<file path="config.mk">
export PLATFORM = sky130hd
export DESIGN_NAME = reverse_arbiter
export DESIGN_NICKNAME = d
export VERILOG_FILES = /design/src/rtl/reverse_arbiter.sv
export SDC_FILE = /design/constraint.sdc
export NUM_CORES = 1
export LEC_CHECK = 0
export CORE_MARGIN = 3
export CORE_UTILIZATION = 35
export DETAILED_ROUTE_END_ITERATION = 6
export GPL_TIMING_DRIVEN = 0
export PLACE_DENSITY = 0.66
export SLEW_MARGIN = 0
export SYNTH_ARGS = -nofsm -noshare
export SYNTH_HDL_FRONTEND = slang
export SYNTH_SLANG_ARGS = --single-unit
export TNS_END_PERCENT = 50
</file>
<file path="constraint.sdc">
create_clock -name clk -period 1.8 [get_ports clk]
set_clock_uncertainty 0.05 [all_clocks]
set_input_delay 0.18 -clock clk [delete_from_list [all_inputs] [get_ports clk]]
set_output_delay 0.18 -clock clk [all_outputs]
set_load 0.005 [all_outputs]
</file>
<file path="src/rtl/reverse_arbiter.sv">
// Two-requester round-robin front end for a shared 32-bit bit-reverse / byte-swap
// unit, with a single-entry output register and a wrapping consumed-result counter.
module reverse_arbiter #(
    parameter int CNT_W = 16
) (
    input  logic             clk,
    input  logic             reset,
    input  logic             req0_valid,
    input  logic [31:0]      req0_data,
    input  logic             req0_mode,
    output logic             req0_ready,
    input  logic             req1_valid,
    input  logic [31:0]      req1_data,
    input  logic             req1_mode,
    output logic             req1_ready,
    output logic             out_valid,
    output logic [31:0]      out_data,
    output logic             out_id,
    input  logic             out_ready,
    output logic [CNT_W-1:0] op_count
);

    logic             r_out_valid;
    logic [31:0]      r_out_data;
    logic             r_out_id;
    logic [CNT_W-1:0] r_op_count;
    logic             r_last_grant;

    logic        w_slot_free;
    logic        w_consume;
    logic        w_grant0;
    logic        w_grant1;
    logic        w_grant;
    logic [31:0] w_sel_data;
    logic        w_sel_mode;
    logic [31:0] w_bitrev;
    logic [31:0] w_byteswap;
    logic [31:0] w_result;

    assign w_slot_free = !r_out_valid | out_ready;
    assign w_consume   = r_out_valid & out_ready;

    // On a tie the requester that did not win last time gets the slot.
    assign w_grant0 = w_slot_free & req0_valid & (!req1_valid |  r_last_grant);
    assign w_grant1 = w_slot_free & req1_valid & (!req0_valid | !r_last_grant);
    assign w_grant  = w_grant0 | w_grant1;

    assign w_sel_data = w_grant1 ? req1_data : req0_data;
    assign w_sel_mode = w_grant1 ? req1_mode : req0_mode;

    for (genvar i = 0; i < 32; i++) begin : g_rev
        assign w_bitrev[i] = w_sel_data[31-i];
    end

    assign w_byteswap = {w_sel_data[7:0], w_sel_data[15:8],
                         w_sel_data[23:16], w_sel_data[31:24]};
    assign w_result   = w_sel_mode ? w_byteswap : w_bitrev;

    always_ff @(posedge clk or posedge reset) begin
        if (reset) begin
            r_out_valid  <= 1'b0;
            r_out_data   <= '0;
            r_out_id     <= 1'b0;
            r_op_count   <= '0;
            r_last_grant <= 1'b1;
        end else begin
            if (w_consume)
                r_op_count <= r_op_count + 1'b1;
            if (w_grant) begin
                r_out_valid  <= 1'b1;
                r_out_data   <= w_result;
                r_out_id     <= w_grant1;
                r_last_grant <= w_grant1;
            end else if (w_consume) begin
                // Data is left in place; only the valid flag drops.
                r_out_valid <= 1'b0;
            end
        end
    end

    assign req0_ready = w_grant0;
    assign req1_ready = w_grant1;
    assign out_valid  = r_out_valid;
    assign out_data   = r_out_data;
    assign out_id     = r_out_id;
    assign op_count   = r_op_count;

endmodule
</file>
==> impl_metrics.json <==
{
  "antenna_left": 0,
  "track_usage_pct": 16.1,
  "antenna_cells": 0,
  "grt_max_degree": 27,
  "synth_cells": 282,
  "cp.required_ns": 1.98,
  "wl_per_cell_um": 15.7,
  "setup_viol": 0,
  "boundaryPins": 123,
  "drc": 0,
  "grt_first_pass_wirelength_um": 13000,
  "die_w_um": 101,
  "worst_slew_pin_slew_ns": 0.597,
  "rsz0062_at_grt": "false",
  "hp-class": "primary input to asynchronous set/reset pin",
  "drt_iter0_markers": 57,
  "start_kind": "flip-flop",
  "fillers": 806,
  "power.density_nw_per_um2": 821,
  "vias": 2596,
  "power_frac_seq_pct": 39.4,
  "slew_violations": 0,
  "setup_tns_ns": 0,
  "cts_tree": "built",
  "regArea_um2": 1280,
  "fmax_ghz": 0.596,
  "dieArea_um2": 10200,
  "place_inst": 511,
  "switching_power_mw": 1.08,
  "fp.coreArea_um2": 8760,
  "nNetsFinal": 488,
  "multiInputGateArea_um2": 1760,
  "p_total_mw": 3.89,
  "area_growth_pct": 49.7,
  "port_buffers": 120,
  "critical_path_arrival_ns": 1.86,
  "antenna_found_initial": 0,
  "syn_avg_cell_area_um2": 11.2,
  "synth_area_um2": 3160,
  "reg2regPathDepth": 7,
  "insertion_delay_ns": 0.30,
  "timing.final.crit_share_pct": 93.1,
  "netSwitchingFraction_pct": 27.8,
  "p_int_mw": 2.81,
  "clkSinkCount": 51,
  "cts_root_buf": "clkbuf_8",
  "r2r-start": "r_last_grant",
  "power_leakage_nw": 2.21,
  "fin_crit_ns": 1.68,
  "yosysTopAreaCellShare_pct": 39.5,
  "ys_top_cells_by_area": "dfrtp_1 40%, mux2i_1 20%, mux2_4 13%, nand2_1 5.0%, xnor2_1 3.3%",
  "vias_per_cell": 4.94,
  "synth_area_leader_cell": "dfrtp_1",
  "rrSetupSlack_ns": 0.12,
  "seq_area_frac_synth_pct": 40.4,
  "fin_util_pct": 54.0,
  "pwr-share-comb_pct": 36.1,
  "syn_nets": 354,
  "pwr-share-clk_pct": 24.5,
  "clock_path_buffers": 2,
  "stdcell_count": 525,
  "crit_fanout": 10,
  "r2r_end": "out_data[12]",
  "status": "complete, no violations",
  "drt_pre_antenna_iters": 5,
  "synth-seq-cells": 51,
  "htreeDepth": 2,
  "peakVddDrop_mv": 0.430,
  "gr-total-overflow": 0,
  "gp_congestion": 0.875,
  "ctsHoldBuffers": 0,
  "max_slew_margin_pct": 60.1,
  "start_util_pct": 36.1,
  "drive_gt1_share_pct": 18.9,
  "critPathKind": "flip-flop to flip-flop",
  "postRouteWirelength_um": 8270,
  "clkTransAtPathRegs_ns": 0.10,
  "first_global_vias": 2604,
  "drv_cap": 0,
  "synth_cell_type_count": 27,
  "hold_violations": 0,
  "die_y_um": 101,
  "cts_made_buffers": 5,
  "yosys_warnings": 0,
  "critPathCaptureType": "flip-flop",
  "dp_hpwl_um": 6450,
  "fp-row-count": 34
}
power by group through the flow:
stage / logic [mW] / clock network [mW] / registers (mW)
3_3_place_gp: 1.35 / 0 / 1.55
6_report: 1.40 / 0.954 / 1.53
5_1_grt: 1.53 / 1.03 / 1.56
2_1_floorplan: 0.621 / 0 / 1.55
3_5_place_dp: 1.38 / 0 / 1.56
4_1_cts: 1.42 / 0.973 / 1.53
cells by family after synthesis:
family / synth area share (%)
flops: 40.4
mux: 35.3
buf+inv: 4.07
compound gates: 6.68
simple gates: 9.02
xor+xnor: 4.15
fa+ha+maj: 0.395
Yosys cell counts:
master and instances:
buf_4 4, o21ai_1 20, o21ai_2 8, nand3_1 6, nand2b_4 1, clkbuf_2 1, mux2i_1 64, a21oi_1 2
xnor2_1 12, clkbuf_1 1, xor2_1 3, o21ai_0 5, dfrtp_1 50, nand3_4 1, buf_6 3, nor2_1 3
ha_1 1, a31oi_1 1, nand2_1 42, mux2_2 5, inv_1 3, and3_1 2, buf_2 9, dfstp_2 1
mux2_4 28, nand4_1 4, and4_1 2
how the worst max path moves through the flow:
stage / from / end / slack (ns) / cells past startpoint
final: r_last_grant / out_data[12] / 0.12 / 7
after global routing: r_last_grant / out_data[20] / 0.03 / 7
after CTS: r_last_grant / req0_ready / 0.003 / 3
after detailed placement: out_ready / req1_ready / -0.25 / 6
after global placement: reset / out_data[19] / -0.75 / 2
after floorplan: reset / op_count[0] / 0.34 / 1
registers in the layout (all words and copies together) (netlist names):
signal,count
out_id,1
op_count,16
r_last_grant,1
out_valid,1
out_data,32
per-stage QoR:
stage,cell area [um2],setup slack [ns],hold slack (ns)
3_5_place_dp,4520,-0.246,0.418
5_1_grt,4740,0.0309,0.260
4_1_cts,4710,0.00342,0.237
6_report,4740,0.123,0.209
2_1_floorplan,3160,0.342,0.200
3_3_place_gp,4500,-0.755,0.412
worst max-delay path, cell delays in order (launching register included):
cell     delay [ns]
dfstp_2        0.57
nand2_2        0.06
nand3_4        0.10
buf_4          0.12
buf_6          0.13
buf_12         0.15
mux2_4         0.30
o21ai_1        0.12
cell type report:
class	instances	area share (%)
inverter	3	0.238
buffer	18	3.04
timing repair buffer	127	26.8
clock buffer	5	1.45
multi-input combinational	210	37.2
clock inverter	3	1.43
sequential	51	27.0
tap	108	2.85
layer usage:
metal  part of all wire [%]  track usage [%]  routed length [um]
met5                      0                0                   0
met4                    1.1             3.58                  93
met2                     48             27.1                4000
met3                    6.8             3.81                 566
met1                     44             20.9                3610
placed cells by master (no fill, tap or decap), drive strengths merged, types with 2 or more instances in the layout:
master,Yosys,layout
a21oi,2,2
and3,2,2
and4,2,2
buf,16,23
bufinv,0,2
clkbuf,2,7
clkdlybuf4s50,0,117
dfrtp,50,50
dlygate4sd2,0,2
inv,3,3
mux2,33,33
mux2i,64,64
nand2,42,42
nand3,7,7
nand4,4,4
nor2,3,3
o21ai,33,33
xnor2,12,12
xor2,3,3
repair_timing:
action / 4_1_cts / 5_1_grt
gates resized for setup: 6 / 6
setup buffers: 6 / 0
pin swaps: 1 / 0
endpoints found under the setup margin: 2 / 14
Power figures use the tool's default switching activity.
